===== config.mk =====
export PLATFORM = sky130hd
export DESIGN_NAME = serial_adder_n
export DESIGN_NICKNAME = d
export VERILOG_FILES = /design/src/rtl/serial_adder_pkg.sv /design/src/rtl/full_adder_bit.sv /design/src/rtl/serial_adder_n.sv
export SDC_FILE = /design/constraint.sdc
export NUM_CORES = 1
export LEC_CHECK = 0
export CAP_MARGIN = 20
export CORE_MARGIN = 5
export CORE_UTILIZATION = 45
export CTS_CLUSTER_DIAMETER = 30
export DETAILED_ROUTE_END_ITERATION = 6
export PLACE_DENSITY = 0.72
export SYNTH_ARGS = -nofsm -noshare
export SYNTH_HDL_FRONTEND = slang
export SYNTH_HIERARCHICAL = 1
export SYNTH_SLANG_ARGS = --single-unit
export TNS_END_PERCENT = 5

===== constraint.sdc =====
create_clock -name clk -period 3.5 [get_ports clk]
set_input_delay 0.35 -clock clk [delete_from_list [all_inputs] [get_ports clk]]
set_output_delay 0.35 -clock clk [all_outputs]
set_load 0.02 [all_outputs]

===== src/rtl/serial_adder_pkg.sv =====
// Shared definitions for the serial adder: FSM state encoding and
// elaboration-time helpers that derive the chunk count and counter width.
package serial_adder_pkg;

  typedef enum logic [1:0] {
    IDLE = 2'd0,
    RUN  = 2'd1,
    DONE = 2'd2
  } state_e;

  // Number of RUN cycles needed to cover all WIDTH bits.
  function automatic int calc_k(input int width, input int bpc);
    return (bpc > 0) ? (width / bpc) : 1;
  endfunction

  // Chunk counter width: clog2(K), never narrower than one bit.
  function automatic int calc_cnt_w(input int width, input int bpc);
    int k;
    k = calc_k(width, bpc);
    return (k > 1) ? $clog2(k) : 1;
  endfunction

  // Legal configuration: positive width, chunk size dividing the width.
  function automatic bit cfg_ok(input int width, input int bpc);
    return (width >= 1) && (bpc >= 1) && (bpc <= width) && ((width % bpc) == 0);
  endfunction

endpackage


===== src/rtl/full_adder_bit.sv =====
// One-bit full adder cell; chained to form the per-cycle chunk slice.
module full_adder_bit (
  input  logic a,
  input  logic b,
  input  logic ci,
  output logic s,
  output logic co
);

  assign s  = a ^ b ^ ci;
  assign co = (a & b) | (ci & (a ^ b));

endmodule


===== src/rtl/serial_adder_n.sv =====
// Multi-cycle adder/subtractor: processes BITS_PER_CYCLE bits per clock,
// LSB chunk first, through one ripple slice and a registered carry.
// Results (s/cout/ovf) update together with a one-cycle done pulse.
module serial_adder_n
  import serial_adder_pkg::*;
#(
  parameter int WIDTH          = 8,
  parameter int BITS_PER_CYCLE = 1
) (
  input  logic             clk,
  input  logic             rst,
  input  logic             start,
  input  logic             sub,
  input  logic [WIDTH-1:0] a,
  input  logic [WIDTH-1:0] b,
  input  logic             cin,
  output logic             busy,
  output logic             done,
  output logic [WIDTH-1:0] s,
  output logic             cout,
  output logic             ovf
);

  localparam int BPC   = BITS_PER_CYCLE;
  localparam int K     = calc_k(WIDTH, BPC);
  localparam int CNT_W = calc_cnt_w(WIDTH, BPC);
  localparam int SR_W  = (K > 1) ? (WIDTH - BPC) : 1;
  localparam logic [CNT_W-1:0] LAST_CNT = CNT_W'(K - 1);

  if (!cfg_ok(WIDTH, BPC)) begin : g_cfg_err
    $error("serial_adder_n: BITS_PER_CYCLE must divide WIDTH (both >= 1)");
  end

  state_e             state_q, state_d;
  logic [CNT_W-1:0]   cnt_q, cnt_d;
  logic               carry_q, carry_d;
  logic [WIDTH-1:0]   a_sr_q, a_sr_d;
  logic [WIDTH-1:0]   b_sr_q, b_sr_d;
  logic [SR_W-1:0]    sum_sr_q, sum_sr_d;
  logic [WIDTH-1:0]   s_q, s_d;
  logic               cout_q, cout_d;
  logic               ovf_q, ovf_d;

  // Chunk slice: ripple chain of full adders fed by the low chunk of A/B.
  logic [BPC:0]       chain_c;
  logic [BPC-1:0]     chunk_sum;
  logic [WIDTH-1:0]   sum_full;

  assign chain_c[0] = carry_q;

  for (genvar i = 0; i < BPC; i++) begin : g_slice
    full_adder_bit u_fa (
      .a  (a_sr_q[i]),
      .b  (b_sr_q[i]),
      .ci (chain_c[i]),
      .s  (chunk_sum[i]),
      .co (chain_c[i+1])
    );
  end

  // Completed sum view: new chunk on top of the bits already accumulated.
  if (K > 1) begin : g_multi
    assign sum_full = {chunk_sum, sum_sr_q};
  end else begin : g_single
    assign sum_full = chunk_sum;
  end

  // Next-state and datapath update; chain_c[BPC-1] is the carry into the
  // chunk's top bit, which on the last chunk is the carry into the MSB.
  always_comb begin
    state_d  = state_q;
    cnt_d    = cnt_q;
    carry_d  = carry_q;
    a_sr_d   = a_sr_q;
    b_sr_d   = b_sr_q;
    sum_sr_d = sum_sr_q;
    s_d      = s_q;
    cout_d   = cout_q;
    ovf_d    = ovf_q;
    case (state_q)
      IDLE, DONE: begin
        if (start) begin
          a_sr_d  = a;
          b_sr_d  = b ^ {WIDTH{sub}};
          carry_d = sub ? 1'b1 : cin;
          cnt_d   = '0;
          state_d = RUN;
        end else begin
          state_d = IDLE;
        end
      end
      RUN: begin
        a_sr_d   = a_sr_q >> BPC;
        b_sr_d   = b_sr_q >> BPC;
        sum_sr_d = sum_full[WIDTH-1 -: SR_W];
        carry_d  = chain_c[BPC];
        cnt_d    = cnt_q + CNT_W'(1);
        if (cnt_q == LAST_CNT) begin
          s_d     = sum_full;
          cout_d  = chain_c[BPC];
          ovf_d   = chain_c[BPC-1] ^ chain_c[BPC];
          state_d = DONE;
        end
      end
      default: state_d = IDLE;
    endcase
  end

  // Control and result registers; reset aborts any operation in flight.
  always_ff @(posedge clk) begin
    if (rst) begin
      state_q <= IDLE;
      cnt_q   <= '0;
      carry_q <= 1'b0;
      s_q     <= '0;
      cout_q  <= 1'b0;
      ovf_q   <= 1'b0;
    end else begin
      state_q <= state_d;
      cnt_q   <= cnt_d;
      carry_q <= carry_d;
      s_q     <= s_d;
      cout_q  <= cout_d;
      ovf_q   <= ovf_d;
    end
  end

  // Operand and partial-sum shift registers; contents are don't-care
  // outside RUN, so they carry no reset.
  always_ff @(posedge clk) begin
    a_sr_q   <= a_sr_d;
    b_sr_q   <= b_sr_d;
    sum_sr_q <= sum_sr_d;
  end

  assign busy = (state_q == RUN);
  assign done = (state_q == DONE);
  assign s    = s_q;
  assign cout = cout_q;
  assign ovf  = ovf_q;

endmodule


==> insert_results.sql, run 1 <==
INSERT INTO impl_metrics (metric_group, metric, value, unit) VALUES
('clock_network', 'cts_tree', 'built', ''),
('die', 'die-width', '69.2', 'microns'),
('timing', 'relSlewSlack', '54.9', '%'),
('timing', 'final_hold_viol_count', '0', ''),
('placed_design', 'gp_congestion', '0.706', ''),
('logic_synthesis', 'synth_top_family_by_area', 'simple AND/OR/NAND/NOR gates', ''),
('routing', 'average_via_count_per_standard_cell', '4.65', ''),
('timing', 'report.final.slew_viol_count', '0', ''),
('min_path', 'worstHoldPathType', 'flop to flop', ''),
('logic_synthesis', 'synth_compound_gate_area_share', '7.86', '%'),
('setup_path', 'path_buf_inv', '2', ''),
('die', 'rows', '21', ''),
('logic_synthesis', 'synth.most_common_cell', 'sky130_fd_sc_hd__nand2_1', ''),
('clock_network', 'clock_latency', '0.33', 'ns'),
('logic_synthesis', 'synthesized_nets', '171', ''),
('setup_path', 'timing.critical_path.arrival', '2.15', 'ns'),
('clock_network', 'post_cts_resize_count', '0', ''),
('logic_synthesis', 'netlist_top_cells_count', 'sky130_fd_sc_hd__nand2_1, sky130_fd_sc_hd__edfxtp_1, sky130_fd_sc_hd__dfxtp_1, sky130_fd_sc_hd__a21oi_1, sky130_fd_sc_hd__xnor2_1', ''),
('logic_synthesis', 'yosys-mux-area-fraction', '0', '%'),
('clock_network', 'cts.root.buffer_cell', 'sky130_fd_sc_hd__clkbuf_4', ''),
('logic_synthesis', 'flops_latches_synth', '39', ''),
('routing', 'detail_route.wl_per_cell', '11.6', 'microns'),
('placed_design', 'numPortBuffers', '32', ''),
('timing', 'timing.final.crit_share', '71.5', '%'),
('die', 'die-height', '69.2', 'microns'),
('clock_network', 'holdBufCountCts', '0', ''),
('setup_path', 'path_cells', 'nand2b_2 > inv_2 > clkdlybuf4s50_1', ''),
('layout', 'register_area', '0.00101', 'sq mm'),
('timing', 'fin_worst_hold_slack', '0.457', 'ns'),
('logic_synthesis', 'synth_top_cell_by_area', 'sky130_fd_sc_hd__edfxtp_1', ''),
('logic_synthesis', 'synth_simple_gate_area_share', '17.3', '%'),
('layout', 'multi_input_comb_area', '520', 'sq um'),
('timing', 'fin_setup_tns', '0', 'ns'),
('power', 'power_per_cell_area', '435', 'mW/mm^2'),
('routing', 'detailedRoute.firstPassIterationCount', '4', ''),
('timing', 'setup_violations', '0', ''),
('routing', 'route.detailed.drc', '0', ''),
('layout', 'area_delta_synth_final', '24.4', '%'),
('logic_synthesis', 'part_of_the_yosys_area_used_for_sequential_elements', '64.1', '%'),
('layout', 'final_nets', '203', ''),
('outcome', 'run_status', 'finished clean', ''),
('die', 'core_area', '0.00336', 'sq mm'),
('global_route', 'vias_in_the_first_global_route', '1065', ''),
('global_route', 'total_global_route_track_usage', '11.5', '%'),
('timing', 'worstMarginPinSlew', '0.675', 'ns'),
('logic_synthesis', 'ys_top_cells_by_area', 'sky130_fd_sc_hd__edfxtp_1, sky130_fd_sc_hd__dfxtp_1, sky130_fd_sc_hd__nand2_1', ''),
('logic_synthesis', 'post_synth_num_cell_types', '24', ''),
('die', 'io-pin-count', '33', ''),
('placed_design', 'detailed_place_hpwl', '1970', 'microns'),
('routing', 'drt-total-wl', '2630', 'microns'),
('clock_network', 'cts.sink_count', '39', ''),
('layout', 'design_area', '0.00196', 'sq mm'),
('layout', 'layout.filler_cells', '323', ''),
('logic_synthesis', 'syn_avg_cell_area', '10.7', 'sq um'),
('setup_path', 'critical_path.max_stage_delay', '0.71', 'ns'),
('logic_synthesis', 'async_flop_share', '0', '%'),
('timing', 'setup_repair_after_global_routing_missed_its_margin', 'false', ''),
('logic_synthesis', 'ys.flop_type', 'sky130_fd_sc_hd__edfxtp_1', ''),
('logic_synthesis', 'synthCells', '147', ''),
('layout', 'insertedDiodeCount', '0', ''),
('logic_synthesis', 'synthAdderAreaFrac', '2.86', '%'),
('timing', 'time_the_final_worst_path_needs_with_i_o_delays_and_setup', '2.50', 'ns'),
('placed_design', 'placement.cell_area', '0.00191', 'sq mm'),
('clock_network', 'cts.repair_timing.setup_buffer_count', '0', ''),
('setup_path', 'timing.critical_path.to_type', 'output pin', ''),
('clock_network', 'cts-htree-levels', '2', ''),
('die', 'floorplan.initialDensity', '46.9', '%'),
('job', 'max_cap_violations', '0', ''),
('clock_network', 'numCtsBuffers', '5', ''),
('setup_path', 'worst-path-max-fanout', '34', ''),
('routing', 'first_iter_violations', '50', '');
==> final timing paths <==
kind,start,to,slack [ns],depth (start not counted)
hold / removal,s[2],s[2],0.46,2
hold reg to reg,s[2],s[2],0.46,2
setup reg to reg,state_q[1],b_sr_q[1],1.93,2
setup / recovery,state_q[1],busy,1.0,3
==> placed cells by master (no fill, tap or decap), types with 2 or more instances in the layout <==
cell / n
sky130_fd_sc_hd__nand3_1: 4
sky130_fd_sc_hd__clkdlybuf4s50_1: 32
sky130_fd_sc_hd__clkbuf_4: 5
sky130_fd_sc_hd__o21ai_0: 7
sky130_fd_sc_hd__nand2b_1: 2
sky130_fd_sc_hd__nor2_1: 4
sky130_fd_sc_hd__ha_1: 2
sky130_fd_sc_hd__xnor2_1: 9
sky130_fd_sc_hd__dfxtp_1: 16
sky130_fd_sc_hd__nand2_1: 50
sky130_fd_sc_hd__clkbuf_1: 3
sky130_fd_sc_hd__edfxtp_1: 23
sky130_fd_sc_hd__a21oi_1: 12
==> power by group <==
group          switching, W  leakage, nW  internal, W
Clock              0.000132       0.0265    0.0000802
Combinational     0.0000508        0.315    0.0000460
Sequential        0.0000135        0.355     0.000531
Total              0.000196        0.696     0.000657
==> area by class of cell <==
cell class	instances	share of cell area (%)
Timing Repair Buffer	32	16.3
Inverter	1	0.191
Clock buffer	8	2.49
Tap cell	46	2.93
Multi-Input combinational cell	100	26.5
Sequential cell	39	51.5
==> worst reg2reg max path, cell delays in order, from the launching register on <==
cell and delay (ns):
sky130_fd_sc_hd__dfxtp_1 0.34, sky130_fd_sc_hd__nand2b_2 0.31, sky130_fd_sc_hd__nand2_1 0.57
==> per-stage QoR <==
stage / util (%) / worst slack (ns) / std cells / total power, W
3_3_place_gp: 56.9 / 1.38 / 218 / 0.000649
6_report: 58.3 / 0.999 / 226 / 0.000853
3_5_place_dp: 56.9 / 1.35 / 218 / 0.000653
2_1_floorplan: - / 2.08 / 147 / 0.000614
4_1_cts: 58.3 / 0.975 / 226 / 0.000863
5_1_grt: 58.3 / 0.854 / 226 / 0.000898
==> kinds of logic after synthesis <==
logic type	count (synthesis)
simple gates	65
flops	39
compound gates	23
xor+xnor	9
buf+inv	8
fa+ha+maj	3
==> flip-flops by register name, indices dropped and copies added, names as in the netlist <==
signal	cells
a_sr_q	8
b_sr_q	8
s	8
sum_sr_q	7
cnt_q	3
state_q	2
carry_q	1
cout	1
ovf	1
==> metal layers <==
layer | GRT usage (%) | vias up | part of all wire (%)
li1 | - | 553 | -
met1 | 12.3 | 460 | 45
met2 | 20.4 | 35 | 47
met3 | 3.77 | 4 | 7.0
met4 | 5.21 | 0 | 0.87
met5 | 0 | - | 0
(Power assumes the default switching activity.)
==> inputs of run 2 (changes only) <==
- clock period: 3.5 -> 2.6 ns (I/O delays scaled with it)
==> insert_results.sql, run 2 (synthesis gave the netlist of run 1 again) <==
INSERT INTO impl_metrics (metric_group, metric, value, unit) VALUES
('routing', 'average_via_count_per_standard_cell', '4.85', ''),
('routing', 'detail_route.wl_per_cell', '12.0', 'microns'),
('setup_path', 'timing.setup.critical_path_class', 'flop to output pin', ''),
('clock_network', 'clk_transition_reported_paths', '0.11', 'ns'),
('job', 'max_cap_violations', '0', ''),
('clock_network', 'cts_buffer_depth', '2', ''),
('global_route', 'total_global_route_track_usage', '12.4', '%'),
('clock_network', 'numCtsBuffers', '5', ''),
('die', 'die-width', '69.2', 'microns'),
('routing', 'detailroute.via_count', '1100', ''),
('setup_path', 'worst-path-max-fanout', '15', ''),
('setup_path', 'path_buf_inv', '2', ''),
('die', 'floorplan.initialDensity', '46.9', '%'),
('timing', 'fin_setup_tns', '0', 'ns'),
('timing', 'setup_repair_after_global_routing_missed_its_margin', 'false', ''),
('setup_path', 'worst-endpoint-required', '2.34', 'ns'),
('layout', 'layout.cells.most_common', 'sky130_fd_sc_hd__nand2_1', ''),
('outcome', 'run_status', 'finished clean', ''),
('timing', 'timing.fmax', '509', 'MHz'),
('clock_network', 'cts-htree-levels', '2', ''),
('routing', 'detailedRoute.firstPassIterationCount', '4', ''),
('setup_path', 'path_cells', 'nand2b_2 > inv_2 > clkdlybuf4s50_1', ''),
('clock_network', 'post_cts_resize_count', '0', ''),
('layout', 'final_nets', '204', ''),
('timing', 'timing.final.crit_share', '75.6', '%'),
('setup_path', 'timing.critical_path.to_type', 'output pin', ''),
('layout', 'layout_cells_sized_above_1', '4.97', '%'),
('global_route', 'grt_first_pass_wirelength', '4730', 'microns'),
('setup_path', 'crit_path_top_delay_cell', 'sky130_fd_sc_hd__clkdlybuf4s50_1', ''),
('timing', 'final_hold_viol_count', '0', ''),
('clock_network', 'holdBufCountCts', '0', ''),
('clock_network', 'cts.repair_timing.setup_buffer_count', '0', ''),
('setup_path', 'cp-endpoint', 'busy', ''),
('clock_network', 'cts.root.buffer_cell', 'sky130_fd_sc_hd__clkbuf_4', ''),
('routing', 'route.detailed.drc', '0', ''),
('clock_network', 'cts_tree', 'built', ''),
('clock_network', 'cts.sink_count', '39', ''),
('global_route', 'grt_max_degree', '34', ''),
('power', 'standby_leakage_power', '0.704', 'nW'),
('routing', 'route.antenna.remaining_nets', '0', ''),
('die', 'die-height', '69.2', 'microns'),
('layout', 'design_area', '0.00197', 'sq mm'),
('power', 'design_power_total', '0.00115', 'W'),
('layout', 'mostFrequentLayoutCells', 'sky130_fd_sc_hd__nand2_1, sky130_fd_sc_hd__clkdlybuf4s50_1, sky130_fd_sc_hd__edfxtp_1', ''),
('setup_path', 'regToRegEndpoint', 'a_sr_q[3]', ''),
('routing', 'detailroute.wirelength.met2', '1340', 'microns'),
('setup_path', 'critical_path_start', 'state_q[1]', ''),
('setup_path', 'critical_path.max_stage_delay', '0.61', 'ns'),
('timing', 'time_the_final_worst_path_needs_with_i_o_delays_and_setup', '1.96', 'ns'),
('global_route', 'antenna_found_initial', '0', ''),
('setup_path', 'timing.critical_path.arrival', '1.70', 'ns'),
('placed_design', 'placement.cell_area', '0.00192', 'sq mm'),
('placed_design', 'numPortBuffers', '32', ''),
('timing', 'worstMarginPinSlew', '0.630', 'ns'),
('global_route', 'grt_overflow_total', '0', ''),
('setup_path', 'r2r-start', 'state_q[1]', ''),
('power', 'worst_case_vdd_ir_drop', '0.310', 'mV'),
('routing', 'first_iter_violations', '35', ''),
('setup_path', 'cp_top_family', 'buffers and inverters', ''),
('placed_design', 'placed_cells_incl_taps', '219', ''),
('routing', 'drt-total-wl', '2710', 'microns'),
('timing', 'timing.clock.skew', '0.00742', 'ns'),
('die', 'die_area', '0.00479', 'sq mm'),
('setup_path', 'setup.worst_path.start_class', 'flop', ''),
('die', 'core_area', '0.00336', 'sq mm'),
('layout', 'final_core_occ', '58.6', '%'),
('layout', 'layoutNonFillerInstCount', '227', ''),
('routing', 'route.top_layer_used', 'met4', ''),
('global_route', 'vias_in_the_first_global_route', '1131', ''),
('placed_design', 'detailed_place_hpwl', '2000', 'microns'),
('timing', 'relSlewSlack', '57.9', '%'),
('routing', 'wl_met1', '1120', 'microns'),
('setup_path', 'worst-r2r-cell-count', '2', ''),
('placed_design', 'gp_congestion', '0.729', ''),
('power', 'power_per_cell_area', '584', 'mW/mm^2'),
('timing', 'report.final.slew_viol_count', '0', ''),
('setup_path', 'worstSetupPathDepth', '3', ''),
('die', 'io-pin-count', '33', ''),
('setup_path', 'r2r_slack', '1.04', 'ns'),
('clock_network', 'clock_latency', '0.34', 'ns'),
('min_path', 'worstHoldPathType', 'flop to flop', ''),
('routing', 'met3WireLength', '203', 'microns'),
('die', 'rows', '21', ''),
('timing', 'setup_violations', '0', ''),
('layout', 'insertedDiodeCount', '0', ''),
('layout', 'area_delta_synth_final', '25.0', '%');
## run 2: layer usage
metal | up-vias | track usage [%]
met4 | 0 | 3.90
met5 | - | 0
li1 | 561 | -
met1 | 499 | 13.2
met3 | 6 | 6.23
met2 | 34 | 21.3
## run 2: power by group
part / switching, W / internal [W] / total (W)
Sequential: 0.0000181 / 0.000715 / 0.000733
Clock: 0.000182 / 0.000105 / 0.000288
Combinational: 0.0000677 / 0.0000630 / 0.000131
Total: 0.000268 / 0.000883 / 0.00115
## run 2: cell type report
cell class / count / area [sq um]
inverters: 1 / 3.75
repair buffers: 33 / 328
clock inverters: 1 / 5.00
multi-input cells: 100 / 520
fillers: 332 / 1390
flip-flops and latches: 39 / 1010
well taps: 46 / 57.6
clock buffers: 7 / 45.0
## run 2: through the flow
stage	setup WS (ns)	hold slack, ns
after floorplan	1.18	0.426
after global placement	0.836	0.435
after detailed placement	0.797	0.433
after CTS	0.612	0.460
after global routing	0.531	0.480
final	0.635	0.460
## run 2: worst min path at each step
stage / cells after the start / from / end
after global placement: 0 / sum_sr_q[5] / sum_sr_q[4]
after CTS: 0 / sum_sr_q[4] / sum_sr_q[3]
final: 2 / s[4] / s[4]
after floorplan: 0 / sum_sr_q[1] / sum_sr_q[0]
after global routing: 0 / sum_sr_q[4] / sum_sr_q[3]
after detailed placement: 0 / sum_sr_q[4] / sum_sr_q[3]
## run 2: worst register-to-register path: stages (launching register included)
cell and delay (ns):
sky130_fd_sc_hd__dfxtp_1 0.33, sky130_fd_sc_hd__nand2b_2 0.32, sky130_fd_sc_hd__nand2_1 0.55
==> inputs of run 3 (changes only) <==
- PLACE_DENSITY: 0.72 -> 0.75
- clock period: 2.6 -> 1.8 ns (I/O delays scaled with it)
==> insert_results.sql, run 3 (synthesis gave the netlist of run 1 again) <==
INSERT INTO impl_metrics (metric_group, metric, value, unit) VALUES
('timing', 'timing.final.crit_share', '93.3', '%'),
('routing', 'first_iter_violations', '48', ''),
('layout', 'layout.cells.most_common', 'sky130_fd_sc_hd__nand2_1', ''),
('layout', 'register_area', '0.00101', 'sq mm'),
('routing', 'average_via_count_per_standard_cell', '4.86', ''),
('clock_network', 'clock_latency', '0.34', 'ns'),
('routing', 'route.detailed.drc', '0', ''),
('setup_path', 'r2r-start', 'cnt_q[0]', ''),
('placed_design', 'placed_cells_incl_taps', '222', ''),
('job', 'max_cap_violations', '0', ''),
('timing', 'report.final.slew_viol_count', '0', ''),
('clock_network', 'cts.sink_count', '39', ''),
('global_route', 'antenna_found_initial', '0', ''),
('power', 'worst_case_vdd_ir_drop', '0.562', 'mV'),
('clock_network', 'cts_buffer_depth', '2', ''),
('setup_path', 'regToRegEndpoint', 'ovf', ''),
('layout', 'insertedDiodeCount', '0', ''),
('setup_path', 'r2r_slack', '0.29', 'ns'),
('power', 'power_per_cell_area', '873', 'mW/mm^2'),
('layout', 'area_delta_synth_final', '27.8', '%'),
('global_route', 'grt_first_pass_wirelength', '4930', 'microns'),
('global_route', 'vias_in_the_first_global_route', '1151', ''),
('setup_path', 'timing.critical_path.arrival', '1.50', 'ns'),
('layout', 'layoutNonFillerInstCount', '230', ''),
('routing', 'detailroute.wirelength.met2', '1440', 'microns'),
('outcome', 'run_status', 'finished clean', ''),
('timing', 'setup_violations', '0', ''),
('setup_path', 'setup.worst_path.start_class', 'flop', ''),
('clock_network', 'cts_tree', 'built', ''),
('routing', 'detailedRoute.firstPassIterationCount', '4', ''),
('die', 'die-width', '69.2', 'microns'),
('timing', 'time_the_final_worst_path_needs_with_i_o_delays_and_setup', '1.68', 'ns'),
('clock_network', 'cts-htree-levels', '2', ''),
('routing', 'met3WireLength', '187', 'microns'),
('layout', 'design_area', '0.00201', 'sq mm'),
('routing', 'detailroute.via_count', '1117', ''),
('placed_design', 'gp_congestion', '0.726', ''),
('setup_path', 'timing.setup.critical_path_class', 'flop to output pin', ''),
('die', 'floorplan.initialDensity', '46.9', '%'),
('min_path', 'timing.hold.worst_endpoint', 'sum_sr_q[4]', ''),
('setup_path', 'worst-r2r-cell-count', '5', ''),
('clock_network', 'clk_transition_reported_paths', '0.11', 'ns'),
('timing', 'final_hold_viol_count', '0', ''),
('placed_design', 'placement.cell_area', '0.00194', 'sq mm'),
('die', 'rows', '21', ''),
('layout', 'multi_input_comb_area', '520', 'sq um'),
('clock_network', 'cts.root.buffer_cell', 'sky130_fd_sc_hd__clkbuf_4', ''),
('timing', 'timing.fmax', '596', 'MHz'),
('min_path', 'whs_path_depth', '0', ''),
('min_path', 'holdCritStartpoint', 'sum_sr_q[5]', ''),
('placed_design', 'detailed_place_hpwl', '2150', 'microns'),
('routing', 'detail_route.wl_per_cell', '12.5', 'microns'),
('routing', 'wl_met1', '1220', 'microns'),
('setup_path', 'timing.critical_path.to_type', 'output pin', ''),
('global_route', 'grt_overflow_total', '0', ''),
('die', 'die_area', '0.00479', 'sq mm'),
('die', 'core_area', '0.00336', 'sq mm'),
('timing', 'worstMarginPinSlew', '0.557', 'ns'),
('timing', 'setup_repair_after_global_routing_missed_its_margin', 'false', ''),
('setup_path', 'worst-endpoint-required', '1.62', 'ns'),
('power', 'standby_leakage_power', '0.741', 'nW'),
('layout', 'layout.filler_cells', '321', ''),
('placed_design', 'numPortBuffers', '32', ''),
('layout', 'final_nets', '207', ''),
('timing', 'timing.clock.skew', '0.00974', 'ns'),
('clock_network', 'numCtsBuffers', '5', ''),
('layout', 'layout_cells_sized_above_1', '7.07', '%'),
('min_path', 'worstHoldPathType', 'flop to flop', ''),
('layout', 'mostFrequentLayoutCells', 'sky130_fd_sc_hd__nand2_1, sky130_fd_sc_hd__clkdlybuf4s50_1, sky130_fd_sc_hd__edfxtp_1', ''),
('timing', 'fin_setup_tns', '0', 'ns'),
('routing', 'drt-total-wl', '2870', 'microns'),
('timing', 'relSlewSlack', '62.8', '%'),
('global_route', 'grt_max_degree', '32', ''),
('setup_path', 'worst-path-max-fanout', '4', ''),
('die', 'io-pin-count', '33', ''),
('die', 'die-height', '69.2', 'microns'),
('routing', 'route.antenna.remaining_nets', '0', ''),
('global_route', 'total_global_route_track_usage', '12.7', '%'),
('routing', 'route.top_layer_used', 'met4', '');
-- run 3: cell types whose count changed in the layout (fill, tap and decap cells not counted), sizes merged --
cell	delta
dlymetal6s2s	+1
clkbuf	+1
clkdlybuf4s50	-1
buf	+3
clkinv	-1
-- run 3: critical path, cell delays in order, from the launching register on --
cell and delay (ns):
sky130_fd_sc_hd__dfxtp_1 0.37, sky130_fd_sc_hd__nor2b_1 0.17, sky130_fd_sc_hd__clkdlybuf4s50_1 0.62
-- run 3: what timing repair did --
action	in CTS	in global routing
setup endpoints to repair	0	1
buffers inserted	0	0
hold buffers	0	0
gates resized for setup	0	1
-- run 3: layer usage --
| layer | track usage (%) | vias up |
|---|---|---|
| met4 | 3.25 | 0 |
| met3 | 5.51 | 3 |
| met1 | 14.2 | 513 |
| met5 | 0 | - |
| li1 | - | 567 |
| met2 | 22.1 | 34 |
-- run 3: power by group --
group | internal (W) | switching (W) | total, W | leakage, nW
registers | 0.00103 | 0.0000266 | 0.00106 | 0.355
logic | 0.0000982 | 0.000102 | 0.000200 | 0.347
clock network | 0.000230 | 0.000269 | 0.000499 | 0.0386
total | 0.00136 | 0.000398 | 0.00176 | 0.741
-- run 3: worst max path at each step --
stage,endpoint,from
floorplan,a_sr_q[0],state_q[1]
finish,done,state_q[1]
detailed placement,b_sr_q[1],sub
global route,done,state_q[1]
global placement,b_sr_q[0],sub
CTS,busy,state_q[1]
-- run 3: stage by stage --
stage                     hold slack, ns  utilization, %  setup slack, ns  total power, W
after floorplan                    0.361               -            0.379         0.00119
after global placement             0.431            57.8            0.360         0.00127
after detailed placement           0.433            57.8            0.264         0.00128
after CTS                          0.458            59.8           0.0474         0.00178
after global routing               0.484            59.9           0.0345         0.00184
final                              0.457            59.9            0.121         0.00176
-- run 3: area by class of cell --
class | instances | area share (%)
flip-flops and latches | 39 | 50.2
multi-input cells | 100 | 25.8
repair buffers | 36 | 17.5
clock buffers | 8 | 3.42
well taps | 46 | 2.86
inverters | 1 | 0.186
